$ cat config.mk
export PLATFORM = sky130hd
export DESIGN_NAME = mcuspi_bridge
export DESIGN_NICKNAME = d
export VERILOG_FILES = /design/src/rtl/mcuspi_bridge.sv
export SDC_FILE = /design/constraint.sdc
export NUM_CORES = 1
export LEC_CHECK = 0
export CAP_MARGIN = 20
export CORE_UTILIZATION = 60
export CTS_BUF_LIST = sky130_fd_sc_hd__clkbuf_4 sky130_fd_sc_hd__clkbuf_8
export DETAILED_ROUTE_END_ITERATION = 6
export PLACE_DENSITY = 0.95
export SLEW_MARGIN = 20
export SYNTH_ARGS = -nofsm -noshare
export SYNTH_HDL_FRONTEND = slang
export SYNTH_SLANG_ARGS = --single-unit
$ cat constraint.sdc
create_clock -name clk_sys -period 3.9 [get_ports clk_sys]
set_clock_uncertainty 0.15 [all_clocks]
set_input_delay 0.78 -clock clk_sys [delete_from_list [all_inputs] [get_ports clk_sys]]
set_output_delay 0.78 -clock clk_sys [all_outputs]
set_load 0.05 [all_outputs]
$ cat src/rtl/mcuspi_bridge.sv
// MCU SPI slave bridge: framed SPI (command, address, data words) to single-cycle register strobes.
// Define MCUSPI_RD_EN to build the read path (RDATA state, MISO drive); otherwise reads are errors.
module mcuspi_bridge #(
  parameter int unsigned DW     = 8,
  parameter int unsigned AW     = 16,
  parameter int unsigned NCH    = 2,
  parameter int unsigned RD_LAT = 1,
  localparam int unsigned CW    = (NCH > 1) ? $clog2(NCH) : 1
) (
  input  logic           clk_sys,
  input  logic           rst,
  input  logic [NCH-1:0] mcu_csn,
  input  logic           mcu_sck,
  input  logic           mcu_mosi,
  output logic           mcu_miso,
  output logic           mcu_miso_oe,
  output logic           reg_wr,
  output logic [AW-1:0]  reg_waddr,
  output logic [DW-1:0]  reg_data,
  output logic           reg_rd,
  output logic [AW-1:0]  reg_raddr,
  input  logic [DW-1:0]  reg_q,
  output logic [CW-1:0]  reg_ch,
  output logic           frm_err
);
  localparam int unsigned SW       = (DW > AW) ? DW : AW;
  localparam logic [5:0]  CmdLast  = 6'd7;
  localparam logic [5:0]  AddrLast = 6'(AW - 1);
  localparam logic [5:0]  DataLast = 6'(DW - 1);
  localparam logic [2:0]  LatInit  = 3'(RD_LAT);

  typedef enum logic [2:0] {StIdle, StCmd, StAddr, StWData, StRData, StErr} state_e;

  logic [NCH-1:0] csn_m, csn_s;
  logic           sck_m, sck_s, sck_q, mosi_m, mosi_s;

  // csn sync flops reset low so a chip select held low through reset cannot arm the FSM.
  always_ff @(posedge clk_sys) begin
    if (rst) begin
      csn_m  <= '0;
      csn_s  <= '0;
      sck_m  <= 1'b0;
      sck_s  <= 1'b0;
      sck_q  <= 1'b0;
      mosi_m <= 1'b0;
      mosi_s <= 1'b0;
    end else begin
      csn_m  <= mcu_csn;
      csn_s  <= csn_m;
      sck_m  <= mcu_sck;
      sck_s  <= sck_m;
      sck_q  <= sck_s;
      mosi_m <= mcu_mosi;
      mosi_s <= mosi_m;
    end
  end

  state_e         state_q;
  logic           armed_q, rnw_q, ainc_q, wr_q, rd_q, err_q, miso_q, oe_q;
  logic [CW-1:0]  ch_q;
  logic [5:0]     cnt_q;
  logic [SW-2:0]  rx_q;
  logic [AW-1:0]  waddr_q, raddr_q;
  logic [DW-1:0]  wdata_q, tx_q, rdq_w;
  logic [2:0]     lat_q;

  logic           sck_rise, sck_fall, all_high, abort, active;
  logic [NCH-1:0] low_mask, act_mask;
  logic [CW-1:0]  low_idx;
  logic [SW-1:0]  shift_word;

  assign sck_rise   = sck_s & ~sck_q;
  assign sck_fall   = ~sck_s & sck_q;
  assign low_mask   = ~csn_s;
  assign all_high   = &csn_s;
  assign shift_word = {rx_q, mosi_s};
  assign active     = state_q inside {StCmd, StAddr, StWData, StRData};

  always_comb begin
    act_mask          = '0;
    act_mask[ch_q]    = 1'b1;
    low_idx           = '0;
    for (int i = NCH - 1; i >= 0; i--) begin
      if (low_mask[i]) low_idx = CW'(i);
    end
  end

  // Active csn released, or any other csn pulled low, ends the frame.
  assign abort = (low_mask != act_mask);

`ifdef MCUSPI_RD_EN
  localparam bit RdEn = 1'b1;
  assign rdq_w       = reg_q;
  assign reg_rd      = rd_q;
  assign mcu_miso    = miso_q & oe_q;
  assign mcu_miso_oe = oe_q;
`else
  localparam bit RdEn = 1'b0;
  logic unused_rd;
  assign rdq_w       = '0;
  assign reg_rd      = 1'b0;
  assign mcu_miso    = 1'b0;
  assign mcu_miso_oe = 1'b0;
  assign unused_rd   = ^{reg_q, rd_q, miso_q, oe_q};
`endif

  always_ff @(posedge clk_sys) begin
    if (rst) begin
      state_q <= StIdle;
      armed_q <= 1'b0;
      ch_q    <= '0;
      cnt_q   <= '0;
      rx_q    <= '0;
      rnw_q   <= 1'b0;
      ainc_q  <= 1'b0;
      wr_q    <= 1'b0;
      rd_q    <= 1'b0;
      err_q   <= 1'b0;
      waddr_q <= '0;
      raddr_q <= '0;
      wdata_q <= '0;
      tx_q    <= '0;
      lat_q   <= '0;
      miso_q  <= 1'b0;
      oe_q    <= 1'b0;
    end else begin
      wr_q  <= 1'b0;
      rd_q  <= 1'b0;
      err_q <= 1'b0;
      oe_q  <= 1'b0;
      if (sck_rise) rx_q <= shift_word[SW-2:0];
      if (wr_q && ainc_q) waddr_q <= waddr_q + AW'(1);
      if (rd_q && ainc_q) raddr_q <= raddr_q + AW'(1);
      if (rd_q) lat_q <= LatInit;
      else if (lat_q != '0) lat_q <= lat_q - 3'd1;
      if (lat_q == 3'd1) tx_q <= rdq_w;
      if (state_q != StRData) miso_q <= 1'b0;

      if (active && abort) begin
        state_q <= StIdle;
        err_q   <= (state_q == StAddr) || ((state_q == StCmd) && (cnt_q != '0));
      end else begin
        unique case (state_q)
          StIdle: begin
            if (all_high) begin
              armed_q <= 1'b1;
            end else if (armed_q) begin
              armed_q <= 1'b0;
              cnt_q   <= '0;
              if ($countones(low_mask) == 1) begin
                state_q <= StCmd;
                ch_q    <= low_idx;
              end else begin
                state_q <= StErr;
                err_q   <= 1'b1;
              end
            end
          end
          StCmd: begin
            if (sck_rise) begin
              if (cnt_q == CmdLast) begin
                cnt_q  <= '0;
                rnw_q  <= shift_word[7];
                ainc_q <= shift_word[6];
                if (shift_word[7] && !RdEn) begin
                  state_q <= StErr;
                  err_q   <= 1'b1;
                end else begin
                  state_q <= StAddr;
                end
              end else begin
                cnt_q <= cnt_q + 6'd1;
              end
            end
          end
          StAddr: begin
            if (sck_rise) begin
              if (cnt_q == AddrLast) begin
                cnt_q <= '0;
                if (rnw_q) begin
                  raddr_q <= shift_word[AW-1:0];
                  rd_q    <= 1'b1;
                  state_q <= StRData;
                end else begin
                  waddr_q <= shift_word[AW-1:0];
                  state_q <= StWData;
                end
              end else begin
                cnt_q <= cnt_q + 6'd1;
              end
            end
          end
          StWData: begin
            if (sck_rise) begin
              if (cnt_q == DataLast) begin
                cnt_q   <= '0;
                wdata_q <= shift_word[DW-1:0];
                wr_q    <= 1'b1;
              end else begin
                cnt_q <= cnt_q + 6'd1;
              end
            end
          end
          StRData: begin
            oe_q <= 1'b1;
            if (sck_fall) begin
              miso_q <= tx_q[DW-1];
              tx_q   <= {tx_q[DW-2:0], 1'b0};
            end
            // Last bit of a word: prefetch the next word so its MSB is ready for the next fall.
            if (sck_rise) begin
              if (cnt_q == DataLast) begin
                cnt_q <= '0;
                rd_q  <= 1'b1;
              end else begin
                cnt_q <= cnt_q + 6'd1;
              end
            end
          end
          StErr: begin
            if (all_high) state_q <= StIdle;
          end
          default: state_q <= StIdle;
        endcase
      end
    end
  end

  assign reg_wr    = wr_q;
  assign reg_waddr = waddr_q;
  assign reg_data  = wdata_q;
  assign reg_raddr = raddr_q;
  assign reg_ch    = ch_q;
  assign frm_err   = err_q;

endmodule

==> results of run 1 <==
==> registers in the layout (all words and copies together), names as in the netlist, 2 cells and up <==
signal / count
cnt_q: 6
csn_m: 2
csn_s: 2
reg_data: 8
reg_raddr: 16
reg_waddr: 16
rx_q: 15
state_q: 3
==> per-layer routing <==
| metal | routed length [um] | share of wire [%] |
|---|---|---|
| met5 | 0 | 0 |
| met4 | 240 | 2.6 |
| met3 | 627 | 6.8 |
| met2 | 4830 | 52 |
| met1 | 3550 | 38 |
==> Yosys cell counts (3+ instances only) <==
cell type | number | area, um^2
a211oi_1 | 17 | 128
a211oi_2 | 14 | 175
a21oi_1 | 23 | 115
a31oi_1 | 5 | 31.3
and3_1 | 3 | 18.8
and4_1 | 5 | 43.8
buf_1 | 5 | 18.8
buf_2 | 5 | 25.0
buf_4 | 3 | 22.5
buf_6 | 4 | 45.0
clkbuf_1 | 18 | 67.6
dfxtp_1 | 80 | 1600
ha_1 | 6 | 75.1
inv_1 | 10 | 37.5
mux2i_1 | 12 | 120
nand2_1 | 55 | 206
nand2b_1 | 3 | 18.8
nand3_1 | 23 | 115
nand4_1 | 11 | 68.8
nor2_1 | 59 | 221
nor2b_1 | 15 | 93.8
nor3_1 | 5 | 25.0
nor3b_1 | 4 | 30.0
nor4_1 | 4 | 25.0
o21ai_0 | 7 | 35.0
or2_2 | 3 | 18.8
xnor2_1 | 11 | 96.3
xor2_1 | 19 | 166
==> where the power goes <==
group,switching (mW),leakage [nW],internal (mW)
Clock,0.312,0.123,0.446
Sequential,0.0336,0.646,0.832
Combinational,0.139,0.816,0.0842
Total,0.485,1.59,1.36
==> per-stage QoR <==
step	hold slack (ns)	worst slack, ns
2_1_floorplan	0.264	1.62
3_3_place_gp	0.266	0.881
3_5_place_dp	0.280	0.763
4_1_cts	0.296	0.687
5_1_grt	0.318	0.620
6_report	0.290	0.810
==> cell families after synthesis <==
logic type | share of synthesized area [%]
DFF | 41.3
and+or+nand+nor | 25.1
adders and majority gates | 1.93
muxes | 3.09
AOI/OAI and AO/OA | 16.0
buffers and inverters | 5.70
xor gates and xnor gates | 6.77
other | 0.0966
==> final cells by class <==
type	count	area, um^2
well taps	75	93.8
multi-input cells	333	2070
repair buffers	52	505
flip-flops and latches	80	1600
clock inverters	6	115
inverters	10	37.5
fillers	431	1540
clock buffers	10	138
==> final timing paths <==
check / slack [ns] / end
hold reg to reg: 0.29 / csn_s[1]
setup reg to reg: 0.81 / reg_raddr[12]
setup / recovery: 0.81 / reg_raddr[12]
hold / removal: 0.29 / csn_s[1]
==> critical path, delay by kind of cell, from the launching register on <==
kind / cells / cell delay [ns]
flops: 1 / 0.51
buf+inv: 1 / 0.29
simple gates: 3 / 1.90
compound gates: 1 / 0.16
==> reports/metrics.yaml, run 1 <==
cts:
  tritoncts: "built"
  clkSlewWorstSetupHoldPaths_ns: 0.09
  postCtsSetupBuffers: 0
  root_buffer: "clkbuf_8"
  insertion_delay_ns: 0.35
  cts_max_path_buffers: 2
  cts_max_level: 3
  cts_resized: 0
  clock-sinks: 80
  numCtsBuffers: 9
  holdBufCountCts: 0
grt:
  grt.total_usage_pct: 29.6
  grt_max_degree: 33
  grt_pass1_vias: 3337
  use_met3_pct: 6.15
  met2_usage_pct: 54.0
  busiest_layer: "met2"
  grt_first_pass_wirelength_um: 15200
  use_met1_pct: 33.6
  antenna_found_initial: 0
  gr-total-overflow: 0
route:
  vias_per_cell: 6.09
  ant_nets: 0
  finalWirelength_um: 9250
  vias: 3449
  drt_first_pass_iters: 5
  wl_per_cell_um: 16.3
  route.detailed.drc: 0
  drt_iter0_drc: 234
placed_design:
  dpl_cell_area_mm2: 0.00431
  io_buffers: 48
  dp_hpwl_um: 6150
  place.detailed.instances: 550
  routabilityCongestion: 0.922
sta:
  setup_viol: 0
  rsz0062_at_grt: "false"
  fin_tns_setup_ns: 0
  hold_viol: 0
  period_share_pct: 79.2
  fmax_mhz: 324
  worst_pin_slew_ns: 1.01
  drv_slew: 0
  fin_crit_ns: 3.09
  slew_headroom_pct: 32.5
job:
  drv_cap: 0
setup_path:
  worst_setup_path_end_kind: "register"
  critPathSlowestCell: "or4b_2"
  cp.arrival_ns: 3.22
  rr_startpoint: "state_q[0]"
  crit_required_ns: 4.03
  critPathKind: "register to register"
  crit_chain: "nor3_1, nor4_2, or4b_2, buf_4, a211oi_2"
  path_max_fanout: 31
  critPathMaxStageDelay_ns: 1.10
  startpoint_type: "register"
  startpoint: "state_q[0]"
  ff2ff_path_depth: 5
cells_and_area:
  diodes: 0
  syn_to_final_growth_pct: 17.4
  stdcell_count: 566
  drive_gt1_share_pct: 8.76
  fin_util_pct: 74.8
  final_area_mm2: 0.00456
  layout_common_cells: "80 x dfxtp_1, 59 x nor2_1, 55 x nand2_1, 47 x clkdlybuf4s50_1"
  final_common_cell: "dfxtp_1"
  nNetsFinal: 506
power:
  vdd_drop_max_uv: 360
  power_mw: 1.85
  leakage_nw: 1.59
  p_per_area_mw_per_mm2: 405
floorplanning:
  start_util_pct: 63.7
  die_h_um: 82.4
  die_area_mm2: 0.00680
  io_pins: 60
  die-width_um: 82.4
  design.core.area_mm2: 0.00610
  row_count: 28
synth:
  async_reset_ff_share_pct: 0
  synth.distinct_cells: 52
  yosysSeqAreaShare_pct: 41.3
  synth_area_mm2: 0.00388
  synth_ff_type: "dfxtp_1"
  synth-edff-count: 0
  postSynthAreaPerCell_um2: 8.50
  ys_ff_latch: 80
  ys_warn_count: 0
  syn_inst: 457
min_path:
  min_path_cells: 1
  hold_class: "register to register"
  hp-start: "csn_m[1]"
outcome:
  outcome: "completed"
Power figures use the tool's default switching activity.
==> run 2: changes to the inputs <==
--- a/config.mk
+++ b/config.mk
@@ -6,10 +6,10 @@
 export NUM_CORES = 1
 export LEC_CHECK = 0
 export CAP_MARGIN = 20
-export CORE_UTILIZATION = 60
+export CORE_UTILIZATION = 50
 export CTS_BUF_LIST = sky130_fd_sc_hd__clkbuf_4 sky130_fd_sc_hd__clkbuf_8
 export DETAILED_ROUTE_END_ITERATION = 6
-export PLACE_DENSITY = 0.95
+export PLACE_DENSITY = 0.89
 export SLEW_MARGIN = 20
 export SYNTH_ARGS = -nofsm -noshare
 export SYNTH_HDL_FRONTEND = slang
==> constraint.sdc (replaced) <==
create_clock -name clk_sys -period 2.6 [get_ports clk_sys]
set_clock_uncertainty 0.15 [all_clocks]
set_input_delay 0.52 -clock clk_sys [delete_from_list [all_inputs] [get_ports clk_sys]]
set_output_delay 0.52 -clock clk_sys [all_outputs]
set_load 0.05 [all_outputs]
==> reports/metrics.yaml, run 2 (synthesis results as in run 1) <==
cts:
  tritoncts: "built"  # unchanged
  cts_max_path_buffers: 2  # unchanged
  holdBufCountCts: 0  # unchanged
  insertion_delay_ns: 0.35  # about the same
  cts_resized: 0  # unchanged
  postCtsSetupBuffers: 0  # unchanged
  root_buffer: "clkbuf_8"  # unchanged
  cts_max_level: 3  # unchanged
  clkSlewWorstSetupHoldPaths_ns: 0.08  # was 0.09 ns
  numCtsBuffers: 9  # unchanged
  clock-sinks: 80  # unchanged
grt:
  gr-total-overflow: 0  # unchanged
  grt_first_pass_wirelength_um: 14800  # was 15200 um
  grt_pass1_vias: 3183  # was 3337
  grt.total_usage_pct: 22.3  # was 29.6%
  antenna_found_initial: 0  # unchanged
  grt_max_degree: 48  # was 33
sta:
  hold_viol: 0  # unchanged
  worst_pin_slew_ns: 0.568  # was 1.01 ns
  rsz0062_at_grt: "false"  # unchanged
  fin_hold_ws_ns: 0.303  # was 0.290 ns
  fin_tns_setup_ns: 0  # unchanged
  slew_headroom_pct: 62.1  # was 32.5%
  period_share_pct: 92.7  # was 79.2%
  drv_slew: 0  # unchanged
  fin_crit_ns: 2.41  # was 3.09 ns
  setup_viol: 0  # unchanged
  setup_ws_ns: 0.191  # was 0.810 ns
  fmax_mhz: 415  # was 324 MHz
cells_and_area:
  final_common_cell: "dfxtp_1"  # unchanged
  fin_util_pct: 63.1  # was 74.8%
  register_area_mm2: 0.00160  # unchanged
  layout_common_cells: "80 x dfxtp_1, 59 x nor2_1, 55 x nand2_1, 47 x clkdlybuf4s50_1"  # unchanged
  nNetsFinal: 516  # was 506
  multiInputGateArea_mm2: 0.00207  # unchanged
  nFillCells: 627  # was 431
  syn_to_final_growth_pct: 19.7  # was 17.4%
  diodes: 0  # unchanged
  drive_gt1_share_pct: 10.4  # was 8.76%
route:
  vias: 3376  # was 3449
  ant_nets: 0  # unchanged
  wl_per_cell_um: 14.6  # was 16.3 um
  drt_iter0_drc: 220  # was 234
  drt_first_pass_iters: 5  # unchanged
  route.detailed.drc: 0  # unchanged
  finalWirelength_um: 8760  # was 9250 um
  vias_per_cell: 5.63  # was 6.09
setup_path:
  critPathKind: "register to register"  # unchanged
  worst_setup_path_end_kind: "register"  # unchanged
  cp.arrival_ns: 2.48  # was 3.22 ns
  crit_required_ns: 2.67  # was 4.03 ns
  path_max_fanout: 32  # was 31
  startpoint_type: "register"  # unchanged
floorplanning:
  die_area_mm2: 0.00812  # was 0.00680 mm^2
  row_count: 31  # was 28
  die-width_um: 90.1  # was 82.4 um
  design.core.area_mm2: 0.00737  # was 0.00610 mm^2
  start_util_pct: 52.7  # was 63.7%
  die_h_um: 90.1  # was 82.4 um
  io_pins: 60  # unchanged
placed_design:
  io_buffers: 48  # unchanged
  dp_hpwl_um: 6000  # was 6150 um
  routabilityCongestion: 0.915  # was 0.922
  place_ws_ns: 0.216  # was 0.763 ns
power:
  vdd_drop_max_uv: 486  # was 360 uV
  leakage_nw: 1.63  # was 1.59 nW
  p_per_area_mw_per_mm2: 578  # was 405 mW/mm^2
job:
  drv_cap: 0  # unchanged
min_path:
  hold_class: "register to register"  # unchanged
outcome:
  outcome: "completed"  # unchanged
==> run 2: final cells by class <==
type | instances | share of cell area, %
flip-flops and latches | 80 | 34.5
multi-input cells | 333 | 44.5
clock inverters | 6 | 1.99
repair buffers | 62 | 12.8
inverters | 10 | 0.808
well taps | 99 | 2.67
clock buffers | 10 | 2.83
==> run 2: worst max-delay path, stage by stage, from the launching register on <==
cell and delay, ns:
dfxtp_1 0.35, or3b_1 0.49, or2_1 0.29, or4b_1 0.48, buf_4 0.27, nor2_1 0.18
a311oi_2 0.06
==> run 2: final timing paths <==
| path | depth (start not counted) | end | slack (ns) | startpoint |
|---|---|---|---|---|
| min reg2reg | 1 | sck_s | 0.30 | sck_m |
| max | 6 | reg_raddr[15] | 0.19 | cnt_q[5] |
| max reg2reg | 6 | reg_raddr[15] | 0.19 | cnt_q[5] |
| min | 1 | sck_s | 0.30 | sck_m |
==> run 2: per-layer routing <==
metal / share of wire, % / wire (um) / track usage [%]
met4: 1.4 / 126 / 9.41
met5: 0 / 0 / 0
met2: 50 / 4410 / 37.7
met3: 6.7 / 583 / 4.57
met1: 42 / 3640 / 27.6
==> run 2: power by group <==
part | switching, mW | internal [mW] | leakage [nW]
clock network | 0.454 | 0.558 | 0.112
registers | 0.0382 | 1.25 | 0.646
logic | 0.227 | 0.162 | 0.872
total | 0.719 | 1.97 | 1.63
==> run 2: metrics by stage <==
step                      power (mW)  instance area (um^2)  instances
after global placement          1.68                  4420        584
after detailed placement        1.69                  4420        584
final                           2.69                  4650        600
after CTS                       2.70                  4650        600
after global routing            2.81                  4650        600
after floorplan                 1.58                  3890        459
==> run 3: changes to the inputs <==
--- a/config.mk
+++ b/config.mk
@@ -10,6 +10,7 @@
 export CTS_BUF_LIST = sky130_fd_sc_hd__clkbuf_4 sky130_fd_sc_hd__clkbuf_8
 export DETAILED_ROUTE_END_ITERATION = 6
 export PLACE_DENSITY = 0.89
+export RECOVER_POWER = 25
 export SLEW_MARGIN = 20
 export SYNTH_ARGS = -nofsm -noshare
 export SYNTH_HDL_FRONTEND = slang
==> reports/metrics.yaml, run 3 (synthesis results as in run 1) <==
outcome:
  outcome: "completed"  # unchanged
sta:
  hold_viol: 0  # unchanged
  worst_pin_slew_ns: 0.942  # was 0.568 ns
  slew_headroom_pct: 37.2  # was 62.1%
  period_share_pct: 93.0  # was 92.7%
  drv_slew: 0  # unchanged
  rsz0062_at_grt: "false"  # unchanged
  fmax_mhz: 413  # was 415 MHz
  fin_tns_setup_ns: 0  # unchanged
  setup_viol: 0  # unchanged
  fin_crit_ns: 2.42  # was 2.41 ns
power:
  p_per_area_mw_per_mm2: 577  # was 578 mW/mm^2
  leakage_nw: 1.62  # was 1.63 nW
  power_mw: 2.68  # was 2.69 mW
  vdd_drop_max_uv: 486  # about the same
setup_path:
  cp.arrival_ns: 2.49  # was 2.48 ns
  rr_startpoint: "cnt_q[5]"  # unchanged
  regToRegSetupSlack_ns: 0.18  # was 0.19 ns
  path_max_fanout: 32  # unchanged
  worst_setup_path_end_kind: "register"  # unchanged
  startpoint_type: "register"  # unchanged
  crit_required_ns: 2.67  # about the same
  r2r-end: "reg_raddr[15]"  # unchanged
  startpoint: "cnt_q[5]"  # unchanged
  critPathKind: "register to register"  # unchanged
  ff2ff_path_depth: 6  # unchanged
route:
  wl_per_cell_um: 14.6  # about the same
  drt_first_pass_iters: 4  # was 5
  vias: 3382  # was 3376
  vias_per_cell: 5.64  # was 5.63
  drt_iter0_drc: 208  # was 220
  route.detailed.drc: 0  # unchanged
  finalWirelength_um: 8780  # was 8760 um
  ant_nets: 0  # unchanged
cts:
  root_buffer: "clkbuf_8"  # unchanged
  cts_resized: 0  # unchanged
  numCtsBuffers: 9  # unchanged
  postCtsSetupBuffers: 0  # unchanged
  clock-sinks: 80  # unchanged
  holdBufCountCts: 0  # unchanged
  insertion_delay_ns: 0.35  # about the same
  cts_max_level: 3  # unchanged
  tritoncts: "built"  # unchanged
  cts_max_path_buffers: 2  # unchanged
  clkSlewWorstSetupHoldPaths_ns: 0.08  # about the same
cells_and_area:
  diodes: 0  # unchanged
  register_area_mm2: 0.00160  # unchanged
  multiInputGateArea_mm2: 0.00207  # unchanged
  syn_to_final_growth_pct: 19.4  # was 19.7%
  layout_common_cells: "80 x dfxtp_1, 59 x nor2_1, 55 x nand2_1, 47 x clkdlybuf4s50_1"  # unchanged
  nNetsFinal: 516  # unchanged
  drive_gt1_share_pct: 9.78  # was 10.4%
  nFillCells: 633  # was 627
  final_common_cell: "dfxtp_1"  # unchanged
grt:
  antenna_found_initial: 0  # unchanged
  grt_first_pass_wirelength_um: 14800  # unchanged
  gr-total-overflow: 0  # unchanged
  grt.total_usage_pct: 22.3  # unchanged
  grt_max_degree: 48  # unchanged
  grt_pass1_vias: 3183  # unchanged
floorplanning:
  die_h_um: 90.1  # unchanged
  start_util_pct: 52.7  # unchanged
  io_pins: 60  # unchanged
  die-width_um: 90.1  # unchanged
  row_count: 31  # unchanged
  die_area_mm2: 0.00812  # unchanged
  design.core.area_mm2: 0.00737  # unchanged
min_path:
  hold_class: "register to register"  # unchanged
  hp-start: "sck_m"  # unchanged
  min_to: "sck_s"  # unchanged
  min_path_cells: 1  # unchanged
placed_design:
  routabilityCongestion: 0.915  # unchanged
  io_buffers: 48  # unchanged
  dp_hpwl_um: 6000  # unchanged
job:
  drv_cap: 0  # unchanged
[run 3: routing by layer]
layer  vias to the layer above  share of wire, %  GRT usage, %
met5                         -                 0             0
met4                         0               1.3          9.41
met3                        12               6.3          4.57
met2                       126                50          37.7
met1                      1589                42          27.6
li1                       1655                 -             -
[run 3: through the flow]
stage | std cells | hold WS (ns) | worst slack, ns | util (%) | instance area [um^2]
2_1_floorplan | 459 | 0.264 | 0.319 | - | 3890
3_3_place_gp | 584 | 0.266 | 0.275 | 60.0 | 4420
3_5_place_dp | 584 | 0.290 | 0.216 | 60.0 | 4420
4_1_cts | 600 | 0.305 | 0.205 | 63.1 | 4650
5_1_grt | 600 | 0.323 | 0.0457 | 62.9 | 4640
6_report | 600 | 0.304 | 0.181 | 62.9 | 4640
[run 3: worst max path at each step]
stage	slack [ns]	to	cells past startpoint
2_1_floorplan	0.32	reg_raddr[7]	8
3_5_place_dp	0.22	reg_raddr[15]	6
4_1_cts	0.20	reg_raddr[15]	6
6_report	0.18	reg_raddr[15]	6
5_1_grt	0.05	reg_raddr[15]	6
3_3_place_gp	0.28	reg_raddr[1]	6
[run 3: power breakdown]
group | switching [mW] | internal, mW
clock network | 0.453 | 0.558
logic | 0.228 | 0.152
registers | 0.0382 | 1.25
total | 0.719 | 1.96
[run 3: layout make-up]
type,instances,share of cell area [%]
multi-input combinational,333,44.6
sequential,80,34.5
timing repair buffer,62,12.6
clock buffer,10,2.83
tap,99,2.67
clock inverter,6,2.00
inverter,10,0.810
[run 3: worst max-delay path: stages (launching register included)]
cell,delay (ns)
dfxtp_1,0.35
or3b_1,0.49
or2_1,0.29
or4b_1,0.48
buf_4,0.27
nor2_1,0.18
a311oi_2,0.06
